### src/rtl/serial_add_ctrl.sv
// Bit-serial adder controller: drives one external full adder LSB first,
// one bit per clock, with valid/ready request and response handshakes.
//
// Ports:
//   clk, rst                  clock, async active-high reset
//   start_valid/start_ready   request handshake; op_a, op_b, cin operands
//   fa_a, fa_b, fa_cin        to the external full adder
//   fa_sum, fa_cout           from the external full adder
//   result, cout              collected sum bits and final carry
//   done_valid/done_ready     response handshake
//   busy                      high whenever the controller is not idle
module serial_add_ctrl #(
   parameter int WIDTH = 8
) (
   input  logic             clk,
   input  logic             rst,
   input  logic             start_valid,
   output logic             start_ready,
   input  logic [WIDTH-1:0] op_a,
   input  logic [WIDTH-1:0] op_b,
   input  logic             cin,
   output logic             fa_a,
   output logic             fa_b,
   output logic             fa_cin,
   input  logic             fa_sum,
   input  logic             fa_cout,
   output logic [WIDTH-1:0] result,
   output logic             cout,
   output logic             done_valid,
   input  logic             done_ready,
   output logic             busy
);

   localparam int CW = (WIDTH > 2) ? $clog2(WIDTH) : 1;

   typedef enum logic [1:0] {
      IDLE,
      RUN,
      DONE
   } state_t;

   state_t           state;
   logic [WIDTH-1:0] a_sh;
   logic [WIDTH-1:0] b_sh;
   logic             carry;
   logic [CW-1:0]    cnt;
   logic             run;

   assign run = (state == RUN);

   // Adder inputs come only from registers; gated to 0 outside RUN
   // because the carry register still holds the final carry in DONE.
   assign fa_a   = run & a_sh[0];
   assign fa_b   = run & b_sh[0];
   assign fa_cin = run & carry;

   // Low while reset is held, even though state is already IDLE.
   assign start_ready = (state == IDLE) & ~rst;

   always_ff @(posedge clk or posedge rst) begin
      if (rst) begin
         state      <= IDLE;
         a_sh       <= '0;
         b_sh       <= '0;
         carry      <= 1'b0;
         cnt        <= '0;
         result     <= '0;
         cout       <= 1'b0;
         done_valid <= 1'b0;
         busy       <= 1'b0;
      end else begin
         unique case (state)
            IDLE: begin
               if (start_valid) begin
                  a_sh  <= op_a;
                  b_sh  <= op_b;
                  carry <= cin;
                  cnt   <= '0;
                  busy  <= 1'b1;
                  state <= RUN;
               end
            end
            RUN: begin
               // Sum bits enter at the top and walk down to bit 0.
               result <= {fa_sum, result[WIDTH-1:1]};
               carry  <= fa_cout;
               a_sh   <= a_sh >> 1;
               b_sh   <= b_sh >> 1;
               cnt    <= cnt + 1'b1;
               if (cnt == CW'(WIDTH - 1)) begin
                  cout       <= fa_cout;
                  done_valid <= 1'b1;
                  state      <= DONE;
               end
            end
            DONE: begin
               if (done_ready) begin
                  done_valid <= 1'b0;
                  busy       <= 1'b0;
                  state      <= IDLE;
               end
            end
            default: begin
               state <= IDLE;
            end
         endcase
      end
   end

endmodule

### config.mk
export PLATFORM = sky130hd
export DESIGN_NAME = serial_add_ctrl
export DESIGN_NICKNAME = d
export VERILOG_FILES = /design/src/rtl/serial_add_ctrl.sv
export SDC_FILE = /design/constraint.sdc
export NUM_CORES = 1
export LEC_CHECK = 0
export ABC_AREA = 1
export CORE_UTILIZATION = 40
export DETAILED_ROUTE_END_ITERATION = 10
export GPL_TIMING_DRIVEN = 0
export PLACE_DENSITY = 0.64
export SYNTH_ARGS = -nofsm -noshare
export SYNTH_HDL_FRONTEND = slang
export SYNTH_SLANG_ARGS = --single-unit
### constraint.sdc
create_clock -name clk -period 1.45 [get_ports clk]
set_input_delay 0.3625 -clock clk [delete_from_list [all_inputs] [get_ports clk]]
set_output_delay 0.3625 -clock clk [all_outputs]
set_load 0.02 [all_outputs]
==> results of run 1 <==
-- layer usage --
layer	vias up	wire, um	GRT usage [%]
li1	750	-	-
met1	644	1692	24.70
met5	-	0	0
met2	27	1643	28.95
met3	2	143	5.208
met4	0	16	6.522
-- cells by family after synthesis --
kind of cell	count (synthesis)	synth area share, %
fa+ha+maj	3	2.311
flops	33	50.85
compound gates	10	3.313
buf+inv	48	12.25
simple gates	119	31.28
-- power breakdown --
part,switching [mW],internal (mW)
sequential,0.229,1.35
clock,0.302,0.376
combinational,1.39,1.07
-- final cells by class --
class | count | area, um^2
Clock buffer | 7 | 86.33
Multi-Input combinational cell | 132 | 631.9
Buffer | 8 | 80.08
Timing Repair Buffer | 48 | 436.7
Inverter | 39 | 150.1
Tap cell | 48 | 60.06
Fill cell | 343 | 1500
Sequential cell | 33 | 825.8
-- cells in the mapped netlist (all sizes together) --
library cell / count / area share [%]
buf: 8 / 3.0
nor3: 1 / 0.31
o21ai: 9 / 2.8
dfrtp: 33 / 51
ha: 3 / 2.3
nor2: 6 / 1.5
nand3: 32 / 9.9
clkbuf: 1 / 0.23
inv: 39 / 9.0
a21oi: 1 / 0.54
nand2: 80 / 20
-- repair_timing --
item / in CTS / in global routing
endpoints found under the hold margin: 0 / 0
setup buffers: 8 / 3
endpoints found under the setup margin: 48 / 4
pin swaps: 1 / 2
resized for setup: 41 / 7
-- through the flow --
| stage | util [%] | power (mW) | instance area (um^2) | setup slack, ns | setup TNS, ns |
|---|---|---|---|---|---|
| 6_report | 60.22 | 4.715 | 2271 | -0.1249 | -0.3807 |
| 5_1_grt | 60.22 | 5.143 | 2271 | -0.1637 | -0.5808 |
| 4_1_cts | 59.06 | 4.638 | 2227 | -0.1689 | -0.1705 |
| 3_5_place_dp | 54.61 | 3.820 | 2059 | -0.5374 | -19.36 |
| 3_3_place_gp | 54.61 | 3.795 | 2059 | -0.5449 | -19.56 |
| 2_1_floorplan | - | 3.031 | 1629 | 0.02662 | 0 |
-- flip-flops by register name (all words and copies together), names as in the netlist --
register / flops
a_sh: 8
carry: 1
done_valid: 1
busy: 1
cout: 1
b_sh: 8
cnt: 3
state: 2
result: 8
-- worst min-delay path, stage by stage, from the launching register on --
cell,delay (ns)
dfrtp_1,0.34
nand2_1,0.06
nand2_1,0.06
-- how the worst max path moves through the flow --
stage                   from          end  cells past startpoint
floorplan           state[0]  start_ready                      3
global placement    state[0]  start_ready                      4
detailed placement  state[0]  start_ready                      4
CTS                 state[0]  start_ready                      4
global route        state[0]  start_ready                      4
finish              state[0]  start_ready                      4
==> flow_results.xml, run 1 <==
<?xml version="1.0" encoding="UTF-8"?>
<metrics>
  <group name="outcome">
    <metric name="run_status" unit="">finished with violations</metric>
    <metric name="violations" unit="">negative setup slack</metric>
  </group>
  <group name="die">
    <metric name="initial_utilization" unit="%">43.07</metric>
    <metric name="chipHeight" unit="um">65.72</metric>
    <metric name="i_o_pin_total" unit="">38</metric>
    <metric name="core" unit="um^2">3771</metric>
    <metric name="die-area" unit="um^2">4319</metric>
    <metric name="placementRows" unit="">22</metric>
    <metric name="die_w" unit="um">65.72</metric>
  </group>
  <group name="synthesis">
    <metric name="yosys_register_bits" unit="">33</metric>
    <metric name="ys_seq_area_share" unit="%">50.85</metric>
    <metric name="synthesis.instances" unit="">213</metric>
    <metric name="syn_area_per_cell" unit="um^2">7.625</metric>
    <metric name="synth_fp_nets" unit="">239</metric>
    <metric name="summed_instance_area_of_the_synthesized_netlist" unit="um^2">1624</metric>
    <metric name="synth_warnings" unit="">0</metric>
    <metric name="synth_cell_types" unit="">18</metric>
  </group>
  <group name="routing">
    <metric name="vias_per_cell" unit="">4.517</metric>
    <metric name="vias" unit="">1423</metric>
    <metric name="post_drt_wl_per_cell" unit="um">11.10</metric>
    <metric name="routed_wl" unit="um">3495</metric>
    <metric name="detail-route-antenna-nets" unit="">0</metric>
    <metric name="drc" unit="">0</metric>
    <metric name="drtPass1Iterations" unit="">4</metric>
    <metric name="iter_0_drt_violations" unit="">104</metric>
  </group>
  <group name="finish">
    <metric name="fin_cells" unit="">315</metric>
    <metric name="mostFrequentLayoutCells" unit="">nand2_1 (77), inv_1 (37), dfrtp_1 (33)</metric>
    <metric name="most_frequent_standard_cell_in_the_layout_excluding_fill_and_tap_cells" unit="">nand2_1</metric>
    <metric name="share_of_final_layout_standard_cells_stronger_than_drive_strength_1" unit="%">14.23</metric>
    <metric name="antenna_cells" unit="">0</metric>
    <metric name="design.final.nets" unit="">293</metric>
    <metric name="areaGrowthSynthToFinish" unit="%">39.83</metric>
  </group>
  <group name="placement">
    <metric name="final_hpwl_dp" unit="um">2303</metric>
    <metric name="gpl.final_weighted_congestion" unit="">0.7260</metric>
    <metric name="place.detailed.instances" unit="">298</metric>
    <metric name="placement.io_buffers" unit="">37</metric>
  </group>
  <group name="clock_network">
    <metric name="cts_made_buffers" unit="">5</metric>
    <metric name="h-tree-depth" unit="">2</metric>
    <metric name="clk_path_buf_depth" unit="">2</metric>
    <metric name="latest_clock_arrival_within_the_worst_skew_pair" unit="ns">0.28</metric>
    <metric name="cts_num_sinks" unit="">33</metric>
    <metric name="clk_pin_slew" unit="ns">0.06</metric>
    <metric name="ctsHoldBuffers" unit="">0</metric>
    <metric name="tritoncts" unit="">yes</metric>
    <metric name="clock-root-buffer" unit="">clkbuf_8</metric>
  </group>
  <group name="min_path">
    <metric name="hold_path_depth" unit="">2</metric>
    <metric name="hold_path.class" unit="">flop to flop</metric>
    <metric name="hold-path-endpoint" unit="">result[0]</metric>
    <metric name="worst_hold_path_startpoint" unit="">result[0]</metric>
  </group>
  <group name="sta">
    <metric name="timing.final.crit_share" unit="%">108.6</metric>
    <metric name="finalSetupViolations" unit="">4</metric>
    <metric name="fin_crit" unit="ns">1.575</metric>
    <metric name="post-route-worst-setup-slack" unit="ns">-0.1249</metric>
    <metric name="skew" unit="ns">0.003285</metric>
    <metric name="timing.final.max_slew_violations" unit="">0</metric>
    <metric name="max_freq" unit="MHz">635.0</metric>
    <metric name="setup_repair_after_global_routing_missed_its_margin" unit="">true</metric>
    <metric name="relSlewSlack" unit="%">52.72</metric>
    <metric name="hold_ws" unit="ns">0.4811</metric>
    <metric name="max_slew.worst_pin.slew" unit="ns">0.7078</metric>
    <metric name="timing.final.hold_violations" unit="">0</metric>
  </group>
  <group name="grt">
    <metric name="antenna_found_initial" unit="">0</metric>
    <metric name="grt-ovfl-total" unit="">0</metric>
    <metric name="grt_use_total" unit="%">18.66</metric>
    <metric name="grt_pass1_vias" unit="">1341</metric>
    <metric name="wire_length_of_the_first_global_routing_pass" unit="um">6009</metric>
    <metric name="grt_start_max_net_pins" unit="">34</metric>
  </group>
  <group name="critical_path">
    <metric name="crit_path_max_incr_delay" unit="ns">0.37</metric>
    <metric name="timing.reg2reg.worst_path_depth" unit="">8</metric>
    <metric name="worstReg2RegEnd" unit="">a_sh[1]</metric>
    <metric name="r2r_slack" unit="ns">0.06</metric>
    <metric name="path_class" unit="">flop to primary output</metric>
    <metric name="regToRegStartpoint" unit="">state[0]</metric>
    <metric name="crit_path_top_delay_cell" unit="">dfrtp_1</metric>
    <metric name="crit_path_cell_trace" unit="">buf_6 &gt; clkbuf_16 &gt; nor3_4 &gt; buf_6</metric>
    <metric name="timing.critical_path.mode_cell" unit="">buf_6</metric>
    <metric name="cp_data_required_time" unit="ns">1.09</metric>
    <metric name="timing.critical_path.from_type" unit="">flop</metric>
    <metric name="cp_max_fo" unit="">3</metric>
    <metric name="worst_path_dominant_cell_family" unit="">buffers and inverters</metric>
    <metric name="setup.worst_path.end_class" unit="">primary output</metric>
    <metric name="arrival_time_at_the_worst_endpoint" unit="ns">1.21</metric>
    <metric name="path_buf_inv" unit="">3</metric>
  </group>
  <group name="power_and_ir_drop">
    <metric name="worst_case_vdd_ir_drop" unit="V">0.0009817</metric>
    <metric name="p_per_area" unit="nW/um^2">2076</metric>
    <metric name="cellLeakagePower" unit="nW">1.249</metric>
  </group>
  <group name="job">
    <metric name="cap_violations" unit="">0</metric>
  </group>
</metrics>
No activity file was read; power rests on OpenSTA's default activity.
==> run 2, diff against run 1 <==
--- a/config.mk
+++ b/config.mk
@@ -9,6 +9,7 @@
 export CORE_UTILIZATION = 40
 export DETAILED_ROUTE_END_ITERATION = 10
 export GPL_TIMING_DRIVEN = 0
+export HOLD_SLACK_MARGIN = 0.02
 export PLACE_DENSITY = 0.64
 export SYNTH_ARGS = -nofsm -noshare
 export SYNTH_HDL_FRONTEND = slang
==> results of run 2 <==
Final layout, timing and power as in run 1 (identical DEF).
==> run 3, diff against run 2 <==
--- a/config.mk
+++ b/config.mk
@@ -11,6 +11,7 @@
 export GPL_TIMING_DRIVEN = 0
 export HOLD_SLACK_MARGIN = 0.02
 export PLACE_DENSITY = 0.64
+export SLEW_MARGIN = 15
 export SYNTH_ARGS = -nofsm -noshare
 export SYNTH_HDL_FRONTEND = slang
 export SYNTH_SLANG_ARGS = --single-unit
==> run 3 against run 2 <==
  * Fmax is essentially flat
  * First-iteration DRC count grew 1.9%
  * Via count is essentially flat
  * Largest power group unchanged
  * Worst setup slack is essentially flat
  * Non-clock buffer count is the same
  * Total power is essentially flat
  * Die area is the same
  * The flow still finishes with violations (negative setup slack)
  * Clock skew is the same
  * Clock power is essentially flat
==> flow_results.xml, run 3 (synthesis gave the netlist of run 1 again) <==
<?xml version="1.0" encoding="UTF-8"?>
<metrics>
  <group name="routing">
    <metric name="iter_0_drt_violations" unit="">106</metric>
    <metric name="detail-route-antenna-nets" unit="">0</metric>
    <metric name="routed_wl" unit="um">3502</metric>
    <metric name="post_drt_wl_per_cell" unit="um">11.12</metric>
    <metric name="drtPass1Iterations" unit="">4</metric>
    <metric name="drc" unit="">0</metric>
    <metric name="vias" unit="">1422</metric>
    <metric name="vias_per_cell" unit="">4.514</metric>
  </group>
  <group name="die">
    <metric name="die-area" unit="um^2">4319</metric>
    <metric name="placementRows" unit="">22</metric>
    <metric name="chipHeight" unit="um">65.72</metric>
    <metric name="initial_utilization" unit="%">43.07</metric>
    <metric name="i_o_pin_total" unit="">38</metric>
    <metric name="core" unit="um^2">3771</metric>
    <metric name="die_w" unit="um">65.72</metric>
  </group>
  <group name="critical_path">
    <metric name="setup.worst_path.end_class" unit="">primary output</metric>
    <metric name="arrival_time_at_the_worst_endpoint" unit="ns">1.21</metric>
    <metric name="timing.critical_path.from_type" unit="">flop</metric>
    <metric name="path_class" unit="">flop to primary output</metric>
    <metric name="cp_max_fo" unit="">3</metric>
    <metric name="cp_data_required_time" unit="ns">1.09</metric>
  </group>
  <group name="grt">
    <metric name="grt_pass1_vias" unit="">1341</metric>
    <metric name="antenna_found_initial" unit="">0</metric>
    <metric name="groute.layer.met3.usage" unit="%">5.208</metric>
    <metric name="gr-max-usage-layer" unit="">met2</metric>
    <metric name="wire_length_of_the_first_global_routing_pass" unit="um">6009</metric>
    <metric name="groute.layer.met2.usage" unit="%">28.95</metric>
    <metric name="grt_use_total" unit="%">18.66</metric>
    <metric name="grt_use_met1" unit="%">24.70</metric>
    <metric name="grt_start_max_net_pins" unit="">34</metric>
    <metric name="grt-ovfl-total" unit="">0</metric>
  </group>
  <group name="sta">
    <metric name="max_slew.worst_pin.slew" unit="ns">0.6906</metric>
    <metric name="skew" unit="ns">0.003285</metric>
    <metric name="setup_repair_after_global_routing_missed_its_margin" unit="">true</metric>
    <metric name="post-route-worst-setup-slack" unit="ns">-0.1244</metric>
    <metric name="timing.final.max_slew_violations" unit="">0</metric>
    <metric name="fin_crit" unit="ns">1.574</metric>
    <metric name="relSlewSlack" unit="%">53.89</metric>
    <metric name="hold_ws" unit="ns">0.4811</metric>
    <metric name="timing.final.crit_share" unit="%">108.6</metric>
    <metric name="timing.final.hold_violations" unit="">0</metric>
    <metric name="finalSetupViolations" unit="">4</metric>
    <metric name="max_freq" unit="MHz">635.2</metric>
  </group>
  <group name="finish">
    <metric name="fin_cells" unit="">315</metric>
    <metric name="antenna_cells" unit="">0</metric>
    <metric name="mostFrequentLayoutCells" unit="">nand2_1 (77), inv_1 (37), dfrtp_1 (33)</metric>
    <metric name="most_frequent_standard_cell_in_the_layout_excluding_fill_and_tap_cells" unit="">nand2_1</metric>
    <metric name="final.fill_count" unit="">343</metric>
    <metric name="design.final.nets" unit="">293</metric>
    <metric name="areaGrowthSynthToFinish" unit="%">39.60</metric>
    <metric name="registers_with_the_highest_flip_flop_counts" unit="">a_sh (8), b_sh (8), result (8)</metric>
    <metric name="share_of_final_layout_standard_cells_stronger_than_drive_strength_1" unit="%">14.23</metric>
  </group>
  <group name="clock_network">
    <metric name="clk_pin_slew" unit="ns">0.06</metric>
    <metric name="ctsHoldBuffers" unit="">0</metric>
    <metric name="tritoncts" unit="">yes</metric>
    <metric name="cts_made_buffers" unit="">5</metric>
    <metric name="clock-root-buffer" unit="">clkbuf_8</metric>
    <metric name="cts_num_sinks" unit="">33</metric>
    <metric name="latest_clock_arrival_within_the_worst_skew_pair" unit="ns">0.28</metric>
    <metric name="h-tree-depth" unit="">2</metric>
    <metric name="clk_path_buf_depth" unit="">2</metric>
  </group>
  <group name="power_and_ir_drop">
    <metric name="fin_total_pwr" unit="mW">4.716</metric>
    <metric name="cellLeakagePower" unit="nW">1.253</metric>
    <metric name="worst_case_vdd_ir_drop" unit="V">0.0009818</metric>
    <metric name="p_per_area" unit="nW/um^2">2080</metric>
  </group>
  <group name="placement">
    <metric name="place_worst_setup_slack" unit="ns">-0.5374</metric>
    <metric name="gpl.final_weighted_congestion" unit="">0.7260</metric>
    <metric name="place.detailed.instances" unit="">298</metric>
    <metric name="placement.io_buffers" unit="">37</metric>
    <metric name="final_hpwl_dp" unit="um">2303</metric>
  </group>
  <group name="outcome">
    <metric name="run_status" unit="">finished with violations</metric>
    <metric name="violations" unit="">negative setup slack</metric>
  </group>
  <group name="min_path">
    <metric name="hold_path.class" unit="">flop to flop</metric>
  </group>
  <group name="job">
    <metric name="cap_violations" unit="">0</metric>
  </group>
</metrics>
run 3: area by class of cell:
type | count | area, um^2 | area share (%)
Buffer | 8 | 80.08 | 3.532
Clock buffer | 7 | 86.33 | 3.808
Inverter | 39 | 146.4 | 6.457
Multi-Input combinational cell | 132 | 631.9 | 27.87
Sequential cell | 33 | 825.8 | 36.42
Tap cell | 48 | 60.06 | 2.649
Timing Repair Buffer | 48 | 436.7 | 19.26
run 3: routing by layer:
layer | wire length (um) | vias up
li1 | - | 750
met1 | 1698 | 643
met2 | 1644 | 27
met3 | 143 | 2
met4 | 16 | 0
met5 | 0 | -
run 3: critical path: stages (launching register included):
cell	delay, ns
dfrtp_1	0.37
buf_6	0.12
clkbuf_16	0.14
nor3_4	0.17
buf_6	0.14
run 3: path summary, 6_finish.rpt:
check                      slack [ns]           to       from  cells past startpoint
max in group asynchronous        0.40    result[0]        rst                      2
hold reg to reg                  0.48    result[0]  result[0]                      2
setup reg to reg                 0.06      a_sh[1]   state[0]                      8
hold / removal                   0.48    result[0]  result[0]                      2
min in group asynchronous        0.59      a_sh[5]        rst                      2
setup / recovery                -0.12  start_ready   state[0]                      4
run 3: repair_timing:
item	4_1_cts	5_1_grt
hold endpoints to repair	0	0
pin swaps	1	2
gates resized for setup	40	7
endpoints found under the setup margin	15	4
buffers inserted	8	3
run 3: stage by stage:
| step | TNS [ns] | area [um^2] | util, % |
|---|---|---|---|
| floorplan | 0 | 1629 | - |
| global placement | -19.56 | 2059 | 54.61 |
| detailed placement | -3.027 | 2059 | 54.61 |
| CTS | -0.1705 | 2223 | 58.96 |
| global route | -0.5804 | 2267 | 60.12 |
| finish | -0.3805 | 2267 | 60.12 |
run 3: report_power, final:
| group | internal, mW | total (mW) | switching [mW] |
|---|---|---|---|
| Clock | 0.376 | 0.678 | 0.302 |
| Sequential | 1.35 | 1.58 | 0.229 |
| Combinational | 1.07 | 2.46 | 1.39 |
| Total | 2.80 | 4.72 | 1.92 |
